### src/rtl/vga_timing_monitor.sv
// vga_timing_monitor: receive-side VGA raster checker. Measures line/frame geometry
// on pixel-enable samples, declares lock after stable frames and flags timing faults.
//
// state  | meaning
// SEARCH | waiting for a vsync leading edge, all counters held clear
// FIRST  | accumulating the first frame, nothing latched to compare against
// TRACK  | each frame compared with the previous one, lock tracked
module vga_timing_monitor #(
  parameter bit SYNC_ACT_LOW = 1'b1,
  parameter int LOCK_FRAMES  = 2,
  parameter int TIMEOUT      = 1048575
) (
  input  logic        clk,
  input  logic        reset,
  input  logic        clk_en,
  input  logic        hsync,
  input  logic        vsync,
  input  logic        hblank,
  input  logic        vblank,
  input  logic [3:0]  vga_r,
  input  logic [3:0]  vga_g,
  input  logic [3:0]  vga_b,
  output logic        locked,
  output logic        frame_done,
  output logic [10:0] h_total,
  output logic [10:0] h_active,
  output logic [10:0] v_total,
  output logic [10:0] v_active,
  output logic [19:0] lit_count,
  output logic        timing_err
);
  localparam int TW = $clog2(TIMEOUT + 1);
  localparam logic [TW-1:0] TMO    = TW'(TIMEOUT);
  localparam logic [3:0]    LOCK_N = 4'(LOCK_FRAMES);
  localparam logic [10:0]   MAX11  = 11'h7FF;

  typedef enum logic [1:0] {SEARCH, FIRST, TRACK} state_t;
  state_t state, state_n;

  logic        hs_prev, vs_prev, hs_act, vs_act, hs_edge, vs_edge;
  logic        act, lit_px, line_close, same_geom;
  logic [10:0] hcnt, hcnt_n, hact_line, hact_line_n, href, href_n;
  logic [10:0] hact_acc, hact_acc_n, vcnt, vcnt_n, vact, vact_n;
  logic [10:0] c_href, c_hact, vcnt_b, vact_b;
  logic        line_active, line_active_n, have_hedge, have_hedge_n;
  logic        href_v, href_v_n, frame_bad, frame_bad_n, hact_done, hact_done_n;
  logic        c_href_v, c_bad, c_hact_done;
  logic [19:0] lit, lit_n, lit_b;
  logic [TW-1:0] tcnt, tcnt_n;
  logic [3:0]  match_cnt, match_cnt_n, match_inc;
  logic        locked_n, frame_done_n, timing_err_n;
  logic [10:0] h_total_n, h_active_n, v_total_n, v_active_n;
  logic [19:0] lit_count_n;

  function automatic logic [10:0] inc11(input logic [10:0] v, input logic en);
    return (en && v != MAX11) ? v + 11'd1 : v;
  endfunction

  function automatic logic [19:0] inc20(input logic [19:0] v, input logic en);
    return (en && v != 20'hFFFFF) ? v + 20'd1 : v;
  endfunction

  assign hs_act     = SYNC_ACT_LOW ? ~hsync : hsync;
  assign vs_act     = SYNC_ACT_LOW ? ~vsync : vsync;
  assign hs_edge    = clk_en & hs_act & ~hs_prev;
  assign vs_edge    = clk_en & vs_act & ~vs_prev;
  assign act        = ~hblank & ~vblank;
  assign lit_px     = act & ((|vga_r) | (|vga_g) | (|vga_b));
  assign line_close = hs_edge & have_hedge;
  assign match_inc  = (match_cnt == 4'hF) ? match_cnt : match_cnt + 4'd1;

  always_comb begin
    state_n = state;
    hcnt_n = hcnt; hact_line_n = hact_line; line_active_n = line_active; have_hedge_n = have_hedge;
    href_n = href; href_v_n = href_v; frame_bad_n = frame_bad;
    hact_acc_n = hact_acc; hact_done_n = hact_done;
    vcnt_n = vcnt; vact_n = vact; lit_n = lit; tcnt_n = tcnt; match_cnt_n = match_cnt;
    locked_n = locked; frame_done_n = 1'b0; timing_err_n = timing_err;
    h_total_n = h_total; h_active_n = h_active; v_total_n = v_total; v_active_n = v_active;
    lit_count_n = lit_count;
    c_href = href; c_href_v = href_v; c_bad = frame_bad; c_hact = hact_acc; c_hact_done = hact_done;
    vcnt_b = vcnt; vact_b = vact; lit_b = lit;
    same_geom = 1'b0;

    if (clk_en) begin
      // A line closing on the vsync sample still belongs to the frame that is ending.
      if (have_hedge && hcnt == MAX11) c_bad = 1'b1;
      if (line_close) begin
        if (!href_v) begin
          c_href = hcnt; c_href_v = 1'b1;
        end else if (hcnt != href) begin
          c_bad = 1'b1;
        end
        if (line_active && !hact_done) begin
          c_hact = hact_line; c_hact_done = 1'b1;
        end
      end

      if (hs_edge) begin
        hcnt_n = 11'd1; hact_line_n = {10'd0, act}; line_active_n = act; have_hedge_n = 1'b1;
      end else begin
        hcnt_n = inc11(hcnt, 1'b1); hact_line_n = inc11(hact_line, act);
        line_active_n = line_active | act;
      end

      same_geom = (c_href == h_total) && (c_hact == h_active) &&
                  (vcnt == v_total) && (vact == v_active);

      if (vs_edge) begin
        href_n = '0; href_v_n = 1'b0; frame_bad_n = 1'b0; hact_acc_n = '0; hact_done_n = 1'b0;
        vcnt_b = '0; vact_b = '0; lit_b = '0; tcnt_n = '0;
        if (state != SEARCH) begin
          h_total_n = c_href; h_active_n = c_hact; v_total_n = vcnt; v_active_n = vact;
          lit_count_n = lit; frame_done_n = 1'b1;
        end
        case (state)
          SEARCH: state_n = FIRST;
          FIRST: begin
            match_cnt_n = '0; state_n = TRACK;
          end
          TRACK: begin
            if (same_geom && !c_bad) begin
              match_cnt_n = match_inc; locked_n = (match_inc >= LOCK_N);
            end else begin
              match_cnt_n = '0; locked_n = 1'b0; timing_err_n = 1'b1;
            end
          end
          default: state_n = SEARCH;
        endcase
      end else begin
        href_n = c_href; href_v_n = c_href_v; frame_bad_n = c_bad;
        hact_acc_n = c_hact; hact_done_n = c_hact_done;
        tcnt_n = tcnt + TW'(1);
        if (state != SEARCH && tcnt_n == TMO) begin
          locked_n = 1'b0; timing_err_n = 1'b1; match_cnt_n = '0; state_n = SEARCH;
        end
      end

      vcnt_n = inc11(vcnt_b, hs_edge);
      vact_n = inc11(vact_b, act && (hs_edge || !line_active));
      lit_n  = inc20(lit_b, lit_px);
    end

    if (state_n == SEARCH) begin
      hcnt_n = '0; hact_line_n = '0; line_active_n = 1'b0; have_hedge_n = 1'b0;
      href_n = '0; href_v_n = 1'b0; frame_bad_n = 1'b0; hact_acc_n = '0; hact_done_n = 1'b0;
      vcnt_n = '0; vact_n = '0; lit_n = '0; tcnt_n = '0;
    end
  end

  always_ff @(posedge clk) begin
    if (reset) begin
      state <= SEARCH;
      hs_prev <= 1'b0; vs_prev <= 1'b0;
      hcnt <= '0; hact_line <= '0; line_active <= 1'b0; have_hedge <= 1'b0;
      href <= '0; href_v <= 1'b0; frame_bad <= 1'b0; hact_acc <= '0; hact_done <= 1'b0;
      vcnt <= '0; vact <= '0; lit <= '0; tcnt <= '0; match_cnt <= '0;
      locked <= 1'b0; frame_done <= 1'b0; timing_err <= 1'b0;
      h_total <= '0; h_active <= '0; v_total <= '0; v_active <= '0; lit_count <= '0;
    end else begin
      state <= state_n;
      if (clk_en) begin
        hs_prev <= hs_act; vs_prev <= vs_act;
      end
      hcnt <= hcnt_n; hact_line <= hact_line_n; line_active <= line_active_n;
      have_hedge <= have_hedge_n;
      href <= href_n; href_v <= href_v_n; frame_bad <= frame_bad_n;
      hact_acc <= hact_acc_n; hact_done <= hact_done_n;
      vcnt <= vcnt_n; vact <= vact_n; lit <= lit_n; tcnt <= tcnt_n; match_cnt <= match_cnt_n;
      locked <= locked_n; frame_done <= frame_done_n; timing_err <= timing_err_n;
      h_total <= h_total_n; h_active <= h_active_n; v_total <= v_total_n;
      v_active <= v_active_n; lit_count <= lit_count_n;
    end
  end
endmodule
### config.mk
export PLATFORM = sky130hd
export DESIGN_NAME = vga_timing_monitor
export DESIGN_NICKNAME = d
export VERILOG_FILES = /design/src/rtl/vga_timing_monitor.sv
export SDC_FILE = /design/constraint.sdc
export NUM_CORES = 1
export LEC_CHECK = 0
export ABC_AREA = 1
export BUFFER_PORTS_ARGS = -buffer_cell sky130_fd_sc_hd__buf_2
export CAP_MARGIN = 5
export CORE_MARGIN = 1.5
export CORE_UTILIZATION = 60
export CTS_CLUSTER_DIAMETER = 100
export DETAILED_ROUTE_END_ITERATION = 10
export PLACE_DENSITY = 0.8
export SETUP_SLACK_MARGIN = 0.02
export SYNTH_ARGS = -nofsm -noshare
export SYNTH_HDL_FRONTEND = slang
export SYNTH_SLANG_ARGS = --single-unit
export TNS_END_PERCENT = 10
### constraint.sdc
create_clock -name clk -period 4.1 [get_ports clk]
set_clock_uncertainty 0.05 [all_clocks]
set_input_delay 0.205 -clock clk [delete_from_list [all_inputs] [get_ports clk]]
set_output_delay 0.205 -clock clk [all_outputs]
set_load 0.05 [all_outputs]
# ---- Yosys cells after proc, flatten, opt, wreduce, memory -nomap -nowiden
# Index checks and enable logic that the tools add are counted.
dict set report totals {
  output_inout_bits 67
  register_bits 186
  wordCells 159
}
dict set report op_classes {
  n_reduce_logical 38
  n_addsub 7
  bitwise_logic 18
  n_eq_ne 18
  n_lt_le_gt_ge 1
  n_mux 52
}
# op count
set ops {}
lappend ops {{$mux W11} 18}
lappend ops {{$mux W20} 4}
lappend ops {{$add A11 B1 Y11 const B} 4}
lappend ops {{$eq A11 B11 Y1} 4}
lappend ops {{$ne A11 B11 Y1 const B} 4}
lappend ops {{$add A20 B1 Y20 const B} 2}
lappend ops {{$mux W1} 21}
lappend ops {{$eq A20 B20 Y1 const B} 1}
lappend ops {{$ne A20 B20 Y1 const B} 1}
lappend ops {{$mux W4} 4}
lappend ops {{$logic_and A1 B1 Y1} 12}
lappend ops {{$reduce_and A3 Y1} 4}
lappend ops {{$reduce_bool A2 Y1} 6}
lappend ops {{$reduce_or A4 Y1} 3}
lappend ops {{$eq A11 B11 Y1 const B} 1}
lappend ops {{$ne A11 B11 Y1} 1}
lappend ops {{$not A1 Y1} 8}
lappend ops {{$pmux W4 S2} 1}
lappend ops {{$reduce_and A2 Y1} 4}
lappend ops {{$and A1 B1 Y1} 7}
lappend ops {{$mux W2} 3}
lappend ops {{$pmux W2 S3} 1}
lappend ops {{$add A4 B1 Y4 const B} 1}
lappend ops {{$eq A4 B4 Y1 const B} 1}
lappend ops {{other kinds (13)} 18}

# ---- Depth between registers and ports, before layout
dict set report logic_depth {
  word_depth 14
  mapped_depth 22
  ltp_nobuf 20
}

# ---- Worst setup path before layout
# No wires, ideal clock.
dict set report synth_path {
  path_type {in2reg}
  from {input clk_en}
  to {register vcnt[4]}
  setup_time_ns 0.066
  path_stages 21
  path_slack_ns 1.542
  arrival_time_ns 2.442
  cell_sequence {inv_2 -> nor2_2 -> nand2_4 -> buf_2 -> buf_2 -> buf_2 -> nand2_1 -> inv_1 -> ha_1 -> nand2_1 -> nor2_1 -> nand2_1 -> nor3_2 -> nand3_1 -> nand2_1 -> inv_1 -> buf_2 -> nand2_1 -> xor2_1 -> inv_1 -> a21oi_2}
}
dict set report synth_between {
  elab_chain_len 7
}
# item line
set synth_lines {}
lappend synth_lines {{from (decl)} 15} ;# input logic clk_en,
lappend synth_lines {{parallel branches: the longest is 7 deep, another holds $add A11 B1 Y11} --}
lappend synth_lines {{to (signal assigned)} 169} ;# vcnt <= vcnt_n; vact <= vact_n; lit <= lit_n; tcnt <= tcnt_n; match_cnt <= match_cnt_n;
lappend synth_lines {{to (decl)} 43} ;# logic [10:0] hact_acc, hact_acc_n, vcnt, vcnt_n, vact, vact_n;
# Several ways; the timed one is not identified. The select of a mux whose other input is x is not followed.
# A chain may end at the register's enable or synchronous reset.

# ---- Worst setup path in the final report
dict set report layout_path {
  from {register tcnt[1]}
  to {register vcnt[5]}
}
dict set report layout_between {
  elab_chain_len 8
}
# item line
set layout_lines {}
lappend layout_lines {{from (decl)} 49} ;# logic [TW-1:0] tcnt, tcnt_n;
lappend layout_lines {{from (signal assigned)} 169}
lappend layout_lines {{$add A20 B1 Y20} 133} ;# tcnt_n = tcnt + TW'(1);
lappend layout_lines {{$eq A20 B20 Y1} 134} ;# if (state != SEARCH && tcnt_n == TMO) begin
lappend layout_lines {{$logic_and A1 B1 Y1} 134}
lappend layout_lines {{$mux W2} 134}
lappend layout_lines {{$mux W2} 109} ;# if (vs_edge) begin
lappend layout_lines {{$mux W2} 85} ;# if (clk_en) begin
lappend layout_lines {{$logic_not A2 Y1} 144} ;# if (state_n == SEARCH) begin
lappend layout_lines {{$reduce_or A2 Y1 (no source line)} --}
# Every way passes these cells.

==> results <==
- The flow ran to the end, and the final reports show no timing, DRC or antenna violations.
- By area the synthesized netlist is led by sky130_fd_sc_hd__dfxtp_1 (34%), sky130_fd_sc_hd__nand2_1 (13%), sky130_fd_sc_hd__nor2_1 (7.1%).
- In this design, the stage delay of the slowest critical-path cell is 0.46 ns.
- The total area inside the core boundary comes to 18000 sq um.
- Using the TritonRoute via totals, the vias-per-cell ratio works out to 5.50.
- The post-synthesis to final-layout area growth is 8.84%.
- Sorting the synthesized cells by how often they occur yields sky130_fd_sc_hd__nand2_1 (382), sky130_fd_sc_hd__nor2_1 (209), sky130_fd_sc_hd__inv_1 (197).
- In the global route stage, met2 resource usage came out at 48.6%.
- In this design, the critical path's most frequently occurring cell is sky130_fd_sc_hd__nand2_1.
- The initial DRC count is 1104.
- In this run the post-CTS setup repair buffer count came out at 0.
- The relative slew slack is 37.8%.
- The final core area utilization is 66.7%.
- The die width is 139 microns.
- The final worst hold slack is 0.0714 ns.
- STA classifies the critical path endpoint as a register.
- The standard-cell row count is 49.
- The vertical die dimension is 139 microns.
- The number of buffers created by CTS is 17.
- CTS placed an instance of sky130_fd_sc_hd__clkbuf_16 at the clock tree root.
- Counting the fill cells in the layout gives 1612.
- The number of gates resized after CTS is 0.
- In this run the worst hold path is classified as input port to register.
- For the pin with the worst max-slew slack, the measured transition is 0.933 ns.
- The residual overflow from global routing is 0.
- Setup violations remaining at the end of the flow were counted as 0.
- The maximum number of pins on one net before global-route repair is 105.
- The mean area per synthesized cell is 6.69 sq um.
- For this design, the slowest cell found on the critical path is sky130_fd_sc_hd__buf_4.
- The kind of start point of the critical path is a register.
- The final critical-path setup slack is 1.09 ns.
- Prior to clock tree synthesis, the placed netlist has a worst setup slack of 1.12 ns.
- After legalization and detailed placement, the total HPWL measured 19200 microns.
- At the end of the flow, the number of nets in the layout was 1729.
- The peak-usage layer in the global routing report is met2.
- After detailed routing, the number of remaining DRC violations is 0.
- Yosys mapped the design onto 42 distinct sky130hd cell types.
- The max-cap check violation count is 0.
- The final number of hold-violating endpoints was 0.
- The part of the cycle the worst path needs is 73.3%.
- During synthesis, Yosys emitted a total of 0 warnings.
- The total number of vias is 10700.
- Walking the worst path, the cells encountered are ha_1, nand2_1, nor2_4, nand2_1, nand2_1, nand2_1, nor2_1, nand2_1, nor2_1, nand2_1, nor2_2, nand2_2, nand3_1, nand2_1, nand2_4, buf_4, a21oi_2.
- The cell leakage power is 5.04 nW.
- TritonCTS built the clock tree.
- The fraction of the yosys area taken by sequential cells is 33.7%.
- The flip-flop and latch count after synthesis is 186.
- The final sum of negative setup slack is 0 ns.
- The hold-fix buffer count after cts is 1.
- The initial antenna violation count came to 0.
- The netlist area before placement is 11000 sq um.
- For met1 alone, demand over resource in global routing was 38.8%.
- Together, buffers and inverters on the worst path number 1.
- The cell type with the highest aggregate area in the netlist is sky130_fd_sc_hd__dfxtp_1.
- The detailed-routing iteration count for the pre-antenna-repair pass is 6.
- The final RePlAce weighted congestion is 0.931.
- The post-synthesis net count is 1682.
- Yosys mapped a number of flops with a built-in enable equal to 0.
- The worst voltage drop across the vdd grid is 0.000303 V.
- The biggest fanout along the worst timing path is 29.
- The depth of the most critical reg-to-reg path is 17.
- During placement, the flow inserted port buffers numbering 85.
- The tree built by TritonCTS fans out to 186 sinks.
- The number of global-route vias before repair is 9929.
- The final routed wire length divided by cell count is 14.5 microns.
- The post-route netlist has 13.9% of its cells at a drive strength greater than 1.
- The die covers 19200 sq um.
- The worst-case clock buffer depth is 2.
- Along the worst hold path, the cell count comes to 3.
- For this run, the top clock speed supported by timing is 333 MHz.
- The remaining antenna violation count is 0.
- The top cell type by area accounts for 33.7% of the synthesized area.
- For this configuration, the core starts out at a cell density of 61.3%.
- In this design, the largest share of critical-path delay is due to simple AND/OR/NAND/NOR gates.
- After clock tree synthesis, the clock-pin slew on the worst setup and hold paths is 0.07 ns.
- In the global route stage, met3 resource usage came out at 5.01%.
- The number of diodes added for antenna fixing is 0.
- The setup path with the least slack is of type register to register.
- The largest registers in the layout are lit (20), lit_count (20), tcnt (20).
- The main flop type after synthesis is sky130_fd_sc_hd__dfxtp_1.
- After synthesis, the share of flip-flops with an asynchronous set or reset is 0%.
- Setup repair after global routing left no endpoint under its margin.
- The max-slew violation total from the final report is 0.
- The insertion delay to the later sink of the worst-skew pair is 0.44 ns.
- Counting I/O delays and the setup requirement, the final critical path takes 3.01 ns.
- The H-tree was split into 4 levels.
- The first global-routing pass estimated 46900 microns of wire.
- Data on the critical path is required at its endpoint by 4.36 ns.
- 86 I/O pins were placed.
- The post-detailed-routing wire length is 28100 microns.
- Data arrives at the worst endpoint at 3.27 ns.
- Counting buffers and inverters, the worst setup path is 17 cells deep.
- Dividing total power by cell area gives a power density of 327 nW/um^2.
- The total routing resource utilization after global routing is 29.4%.
- The cell with the most instances after synthesis is sky130_fd_sc_hd__nand2_1.
- The cell count after synthesis came out at 1650.
==> cells by family after synthesis <==
family                     Yosys count  share of synthesized area (%)
buffers and inverters              271                           11.1
DFF                                186                           33.7
muxes                                1                         0.0906
and+or+nand+nor                    770                           29.5
AOI/OAI and AO/OA                  339                           18.5
adders and majority gates           13                           1.47
xor gates and xnor gates            70                           5.55
==> cell usage in the layout, fill, tap and decap left out, drive strengths merged, types with 28 or more instances in the layout <==
cell type	instances
inv	200
a21oi	182
o21ai	134
dfxtp	186
nor2	220
buf	98
nand4	28
nand2	392
nand3	92
xor2	47
==> worst register-to-register path, cell delays in order, from the launching register on <==
cell and delay [ns]:
sky130_fd_sc_hd__dfxtp_1 0.40, sky130_fd_sc_hd__ha_1 0.22, sky130_fd_sc_hd__nand2_1 0.12, sky130_fd_sc_hd__nor2_4 0.16, sky130_fd_sc_hd__nand2_1 0.07, sky130_fd_sc_hd__nand2_1 0.08
sky130_fd_sc_hd__nand2_1 0.05, sky130_fd_sc_hd__nor2_1 0.13, sky130_fd_sc_hd__nand2_1 0.07, sky130_fd_sc_hd__nor2_1 0.11, sky130_fd_sc_hd__nand2_1 0.08, sky130_fd_sc_hd__nor2_2 0.10
sky130_fd_sc_hd__nand2_2 0.08, sky130_fd_sc_hd__nand3_1 0.07, sky130_fd_sc_hd__nand2_1 0.10, sky130_fd_sc_hd__nand2_4 0.42, sky130_fd_sc_hd__buf_4 0.47, sky130_fd_sc_hd__a21oi_2 0.11
==> path summary, 6_finish.rpt <==
| check | from | end | slack [ns] |
|---|---|---|---|
| setup / recovery | tcnt[1]$_SDFFE_PP0P_ | vcnt[5]$_SDFFE_PP0P_ | 1.09 |
| setup reg to reg | tcnt[1]$_SDFFE_PP0P_ | vcnt[5]$_SDFFE_PP0P_ | 1.09 |
| hold / removal | vsync | vs_prev$_SDFFE_PP0P_ | 0.07 |
| hold reg to reg | timing_err$_SDFFE_PP0P_ | timing_err$_SDFFE_PP0P_ | 0.40 |
==> final cells by class <==
| class | count | area, sq um | area share [%] |
|---|---|---|---|
| multi-input cells | 1193 | 6120 | 50.9 |
| flip-flops and latches | 186 | 3720 | 31.0 |
| inverters | 200 | 751 | 6.25 |
| repair buffers | 99 | 558 | 4.64 |
| clock buffers | 21 | 460 | 3.83 |
| well taps | 229 | 287 | 2.38 |
| clock inverters | 10 | 120 | 0.999 |
==> power breakdown <==
group	internal, mW	switching (mW)
logic	0.104	0.315
clock network	0.927	0.729
registers	1.84	0.0256
==> through the flow <==
step,std cells,area [sq um],power [mW]
floorplan,1650,11000,2.22
global placement,1906,11400,2.31
detailed placement,1906,11400,2.31
CTS,1938,12000,3.94
global route,1938,12000,4.06
finish,1938,12000,3.94
==> layer usage <==
metal / part of all wire, % / vias up / wire length (microns)
li1: - / 5392 / -
met1: 45 / 4832 / 12600
met2: 46 / 383 / 13100
met3: 6.4 / 59 / 1800
met4: 2.2 / 0 / 622
met5: 0 / - / 0
Note: power is estimated with default switching activity, not from simulation.
